===== config.mk =====
export PLATFORM = sky130hd
export DESIGN_NAME = pc_redirect_ctrl
export DESIGN_NICKNAME = d
export VERILOG_FILES = /design/src/rtl/pc_redirect_ctrl.sv
export SDC_FILE = /design/constraint.sdc
export NUM_CORES = 1
export LEC_CHECK = 0
export CAP_MARGIN = 20
export CELL_PAD_IN_SITES_DETAIL_PLACEMENT = 0
export CELL_PAD_IN_SITES_GLOBAL_PLACEMENT = 1
export CORE_MARGIN = 3
export CORE_UTILIZATION = 29
export DETAILED_ROUTE_END_ITERATION = 7
export PLACE_DENSITY = 0.81
export SLEW_MARGIN = 20
export SYNTH_ARGS = -nofsm -noshare
export SYNTH_HDL_FRONTEND = slang
export SYNTH_SLANG_ARGS = --single-unit

===== constraint.sdc =====
create_clock -name clk -period 4 [get_ports clk]
set_input_delay 1 -clock clk [delete_from_list [all_inputs] [get_ports clk]]
set_output_delay 1 -clock clk [all_outputs]
set_load 0.005 [all_outputs]

===== src/rtl/pc_redirect_ctrl.sv =====
// pc_redirect_ctrl: PC-mux select and IF/ID, ID/EX flush/stall sequencing.
// Ports: clk, rst (async, active-high); redirect_valid, redirect_code[1:0],
//   stall_req, resume in; pc_sel[1:0], pc_write, ifid_write, flush_ifid,
//   flush_idex, halted, busy, taken_cnt[CNT_W-1:0] out.
// Build option: define BRANCH_STATS_EN to count taken redirects in taken_cnt.
module pc_redirect_ctrl #(
  parameter int FLUSH_CYCLES = 2,
  parameter int CNT_W        = 16
) (
  input  logic             clk,
  input  logic             rst,
  input  logic             redirect_valid,
  input  logic [1:0]       redirect_code,
  input  logic             stall_req,
  input  logic             resume,
  output logic [1:0]       pc_sel,
  output logic             pc_write,
  output logic             ifid_write,
  output logic             flush_ifid,
  output logic             flush_idex,
  output logic             halted,
  output logic             busy,
  output logic [CNT_W-1:0] taken_cnt
);

  typedef enum logic [1:0] {
    S_RUN,
    S_FLUSH,
    S_HALT
  } state_e;

  localparam logic [2:0] FCNT_INIT = 3'(FLUSH_CYCLES - 1);

  state_e     state_q, state_d;
  logic [2:0] fcnt_q, fcnt_d;

  logic sys_req;
  logic tgt_req;

  assign sys_req = redirect_valid && (redirect_code == 2'b11);
  assign tgt_req = redirect_valid &&
                   ((redirect_code == 2'b01) ||
                    (redirect_code == 2'b10));

  always_ff @(posedge clk or posedge rst) begin
    if (rst) begin
      state_q <= S_RUN;
      fcnt_q  <= '0;
    end else begin
      state_q <= state_d;
      fcnt_q  <= fcnt_d;
    end
  end

  always_comb begin
    state_d    = state_q;
    fcnt_d     = fcnt_q;
    pc_sel     = 2'b00;
    pc_write   = 1'b1;
    ifid_write = 1'b1;
    flush_ifid = 1'b0;
    flush_idex = 1'b0;
    halted     = 1'b0;
    busy       = 1'b0;
    if (rst) begin
      // Hold the pipeline frozen and empty while reset is applied.
      pc_write   = 1'b0;
      ifid_write = 1'b0;
      flush_ifid = 1'b1;
      flush_idex = 1'b1;
    end else begin
      unique case (state_q)
        S_RUN: begin
          if (sys_req) begin
            pc_write   = 1'b0;
            ifid_write = 1'b0;
            flush_ifid = 1'b1;
            flush_idex = 1'b1;
            state_d    = S_HALT;
          end else if (tgt_req) begin
            pc_sel     = redirect_code;
            flush_ifid = 1'b1;
            flush_idex = 1'b1;
            // Redirect cycle counts as the first bubble.
            if (FLUSH_CYCLES > 1) begin
              state_d = S_FLUSH;
              fcnt_d  = FCNT_INIT;
            end
          end else if (stall_req) begin
            pc_write   = 1'b0;
            ifid_write = 1'b0;
            flush_idex = 1'b1;
          end
        end
        S_FLUSH: begin
          // Younger instructions are wrong-path: ignore their requests.
          busy       = 1'b1;
          flush_ifid = 1'b1;
          flush_idex = 1'b1;
          fcnt_d     = fcnt_q - 3'd1;
          if (fcnt_q <= 3'd1) begin
            state_d = S_RUN;
            fcnt_d  = '0;
          end
        end
        S_HALT: begin
          busy       = 1'b1;
          halted     = 1'b1;
          pc_write   = 1'b0;
          ifid_write = 1'b0;
          flush_idex = 1'b1;
          if (resume) begin
            state_d = S_RUN;
          end
        end
        default: begin
          state_d = S_RUN;
          fcnt_d  = '0;
        end
      endcase
    end
  end

`ifdef BRANCH_STATS_EN
  logic             accept;
  logic [CNT_W-1:0] cnt_q, cnt_d;

  assign accept = (state_q == S_RUN) && tgt_req;

  always_comb begin
    cnt_d = cnt_q;
    if (accept && !(&cnt_q)) begin
      cnt_d = cnt_q + CNT_W'(1);
    end
  end

  always_ff @(posedge clk or posedge rst) begin
    if (rst) begin
      cnt_q <= '0;
    end else begin
      cnt_q <= cnt_d;
    end
  end

  assign taken_cnt = cnt_q;
`else
  assign taken_cnt = '0;
`endif

endmodule


======== Yosys cells after proc, flatten, opt, wreduce, memory -nomap -nowiden ========
Index checks and enable logic that the tools add are counted.
word-level totals
  register bits ........................... 5
  input bits .............................. 7
cells by class
  add/sub/neg operators ................... 1
  order comparisons ....................... 1
  equal/unequal tests ..................... 10
  mux-type cells .......................... 31
  bitwise operators ....................... 2
  reductions and logical operators ........ 7
operators with widths
  cell                                                                               count
  2-bit 2-to-1 mux                                                                   8
  1-bit 2-to-1 mux                                                                   15
  3-bit 2-to-1 mux                                                                   3
  3-bit one-hot mux with 3 select lines                                              1
  2-bit inequality test (second input constant)                                      4
  4-bit AND reduction                                                                2
  2-bit == test (second input constant)                                              3
  1-bit one-hot mux with 2 select lines                                              3
  2-bit one-hot mux with 3 select lines                                              1
  2-bit by 1-bit == test with 1-bit output (second input constant)                   2
  3-bit by 1-bit less-or-equal comparator with 1-bit output (second input constant)  1
  3-bit inequality test (second input constant)                                      1
  3-bit by 1-bit subtractor with 3-bit output (second input constant)                1
  1-bit logical AND                                                                  2
  2-bit zero test                                                                    1
  1-bit NOT                                                                          2
  2-bit OR reduction                                                                 1
  1-bit logical OR                                                                   1

======== Longest topological paths before layout ========
  depth after elaboration ................. 7
  gate-level depth with buffers ........... 7
  mapped depth without buffers ............ 6

======== Least setup slack after synthesis ========
No wires, ideal clock.
  kind .................................... input port to output port
  start point ............................. in redirect_code[0]
  end point ............................... out flush_ifid
  arrival time ............................ 1.798 ns
  required time ........................... 3.000 ns
  path slack .............................. 1.202 ns
  stages .................................. 3
  buffers on the path ..................... 0
  path through ............................ ha_1 o21a_1 a211o_1
between the ends
  word-level cells in the longest chain between the ends .. 7
ends and longest elaborated chain
  item                                                                       RTL line  source
  start, declared                                                            13        input logic [1:0] redirect_code,
  2-bit by 1-bit == test with 1-bit output or 2-bit == test (tied branches)  42, 43
  1-bit logical OR                                                           42        ((redirect_code == 2'b01) ||
  1-bit logical AND                                                          41        assign tgt_req = redirect_valid &&
  1-bit 2-to-1 mux                                                           80        end else if (tgt_req) begin
  1-bit 2-to-1 mux *                                                         74        if (sys_req) begin
  1-bit one-hot mux with 2 select lines *                                    72        unique case (state_q)
  1-bit 2-to-1 mux *                                                         65        if (rst) begin
  end, declared                                                              19        output logic flush_ifid,
Mark *: on every way between the ends. The rest lies on a longest branch, timed or not.

======== Final worst setup path ========
  start point ............................. in redirect_code[0]
  end point ............................... out pc_sel[0]
between the ends
  word-level cells in the longest chain between the ends .. 7
ends and longest elaborated chain
  item                                                                       RTL line  source
  2-bit by 1-bit == test with 1-bit output or 2-bit == test (tied branches)  42, 43
  1-bit logical OR                                                           42
  1-bit logical AND                                                          41
  2-bit 2-to-1 mux                                                           80
  2-bit 2-to-1 mux *                                                         74
  2-bit 2-to-1 mux *                                                         72
  2-bit 2-to-1 mux *                                                         65
  end, declared                                                              16        output logic [1:0] pc_sel,
Marks and branches as above.

==> impl_metrics.yaml <==
place:
  finalWeightedCongestion: 0.7979
  placed_area_um2: 708.2
  pre_cts_ws_ns: 0.2276
  io_buffers: 14
  hpwl_um: 1068
synth:
  ys_async_sr_fraction: 1.000
  synth-simple-area-share: 0.1481
  synth_top_family_by_area: "buffers and inverters"
  avgSynthCellArea_um2: 7.796
  synth_flop_cell: "dfrtp_1"
  synthDistinctLibCells: 25
  syn_area_um2: 608.1
  synth_xor_area_frac: 0
  ys_warn_count: 0
  synth_edf_count: 0
  syn_inst: 78
  synthMuxAreaShare: 0
  seq_area_frac_synth: 0.2058
  ys_ff_latch: 5
  synth_fa_ha_area_frac: 0.1440
  synth_compound_area_frac: 0.2305
timing:
  finalCriticalPeriod_ns: 3.804
  max-slew-margin-rel: 0.6225
  worstMarginPinSlew_ns: 0.5604
  setup_tns_ns: 0
  worst_slack_ns: 0.1959
  worst_clock_skew_ns: 0.0008595
  final_hold_viol_count: 0
  grt_setup_unrepaired: "no"
  drv_slew: 0
  clock.fmax_ghz: 0.2629
  post-route-period-util: 0.9510
  setup_viol: 0
floorplanning:
  fp-row-count: 15
  core_area_um2: 1858
  die_h_um: 51.79
  ios: 31
  start_util: 0.3273
  die_area_um2: 2682
  dieWidth_um: 51.79
finish:
  fin_util: 0.3953
  final_area_um2: 734.5
  antenna-diode-count: 0
  syn_to_final_growth_pct: 20.78
  fill_cells: 193
  drive_above_1_share: 0.05376
  fin_nets: 108
setup_path:
  cp.arrival_ns: 2.80
  required_ns: 3.00
  endpoint_kind: "primary output"
  cp_max_fo: 4
  crit_type: "in2out"
  worst_setup_path_start_kind: "input port"
clocking:
  cts_buffers: 3
  cts-resized-gates: 0
  post-cts-setup-buffer-count: 0
  clockBufferDepth: 2
  cts_sinks: 5
  htreeDepth: 1
  insertion_delay_ns: 0.24
  clkTransAtPathRegs_ns: 0.04
  cts_tree: "built"
  clock-root-buffer: "clkbuf_4"
  postCtsHoldBufs: 0
power:
  clockPowerShare: 0.141
  ir_drop_mv: 0.2374
  combPwrFrac: 0.630
  seqPwrFrac: 0.229
  cellPowerDensity_nw_per_um2: 553.1
  p_int_w: 0.0002395
  p_leak_nw: 0.3423
  switching_share: 0.4103
  p_sw_w: 0.0001667
route:
  via_per_inst: 4.508
  remaining_drc_errors: 0
  drt-total-wl_um: 1269
  drt_iter0_drc: 5
  drt-wirelength-per-cell_um: 10.75
  vias: 532
  ant_nets: 0
  drt_first_pass_iters: 4
grt:
  grt_max_degree: 11
  grt_use_total: 0.1046
  overflow: 0
  antenna_found_initial: 0
  grt_pass1_vias: 490
  grt_pass1_wl_um: 1994
status:
  status: "complete, no violations"
hold_path:
  hold_path_class: "reg2reg"
run:
  max_cap_violations: 0
==> worst max-delay path: stages <==
cell and delay, ns:
clkdlybuf4s50_1 0.42, ha_1 0.25, nand3b_1 0.23, nor3_1 0.24, and2_1 0.17, clkdlybuf4s50_1 0.49
==> per-layer routing <==
metal | GRT usage | wire [um] | up-vias
li1 | - | - | 261
met1 | 0.1033 | 500 | 248
met2 | 0.1864 | 668 | 21
met3 | 0.04298 | 83 | 2
met4 | 0.05240 | 16 | 0
met5 | 0 | 0 | -
==> layout make-up <==
| cell class | instances | area [um2] | area share |
|---|---|---|---|
| Tap cell | 25 | 31.28 | 0.04259 |
| Clock buffer | 4 | 26.28 | 0.03578 |
| Sequential cell | 5 | 125.1 | 0.1704 |
| Inverter | 7 | 26.28 | 0.03578 |
| Timing Repair Buffer | 15 | 147.6 | 0.2010 |
| Multi-Input combinational cell | 62 | 377.9 | 0.5145 |
==> power by group through the flow <==
stage / registers [W] / clock network [W] / logic, W
2_1_floorplan: 0.0000882 / 0 / 0.000182
3_5_place_dp: 0.0000925 / 0 / 0.000257
4_1_cts: 0.0000928 / 0.0000603 / 0.000258
5_1_grt: 0.0000965 / 0.0000641 / 0.000293
6_report: 0.0000930 / 0.0000573 / 0.000256
3_3_place_gp: 0.0000913 / 0 / 0.000254
==> cell usage after synthesis, types with 3 or more instances <==
cell | number | share of area
nor2b_1 | 3 | 0.031
inv_1 | 7 | 0.043
ha_1 | 7 | 0.14
a31oi_1 | 3 | 0.031
nand2_1 | 4 | 0.025
buf_4 | 17 | 0.21
dfrtp_1 | 5 | 0.21
o21ai_0 | 6 | 0.049
nor2_1 | 4 | 0.025
==> layout by cell type, fill, tap and decap left out, types with 2 or more instances in the layout <==
cell type        instances
a31oi_1                  3
and2_1                   2
dfrtp_1                  5
ha_1                     7
nor3_1                   2
nand2_1                  4
o21a_1                   2
inv_1                    7
o21ai_0                  6
clkdlybuf4s50_1         14
nor2b_1                  3
a21oi_1                  2
a211o_1                  2
conb_1                  16
clkbuf_4                 3
nor2_1                   4
==> per-stage QoR <==
step           hold slack, ns  instances  power (W)
6_report               0.5133        118  0.0004062
3_3_place_gp           0.5174        114  0.0003449
2_1_floorplan          0.4677         93  0.0002700
3_5_place_dp           0.5144        114  0.0003495
5_1_grt                0.5500        118  0.0004537
4_1_cts                0.5255        118  0.0004111
==> cell families after synthesis <==
logic type,after synthesis
flops,5
buf+inv,26
simple gates,18
fa+ha+maj,7
other cells,1
compound gates,21
==> state kept, by name, summed over array words and instances (netlist names) <==
| name | flops |
|---|---|
| state_q | 2 |
| fcnt_q | 3 |
==> path summary, 6_finish.rpt <==
kind / startpoint / cells after the start / endpoint / slack (ns)
worst max-delay path: redirect_code[0] / 6 / pc_sel[0] / 0.20
worst min-delay path: fcnt_q[2] / 1 / fcnt_q[2] / 0.51
worst max register to register: fcnt_q[1] / 6 / state_q[1] / 2.33
worst min register to register: fcnt_q[2] / 1 / fcnt_q[2] / 0.51
max in group asynchronous: rst / 2 / state_q[0] / 2.66
min in group asynchronous: rst / 2 / fcnt_q[0] / 1.16
Power figures use the tool's default switching activity.
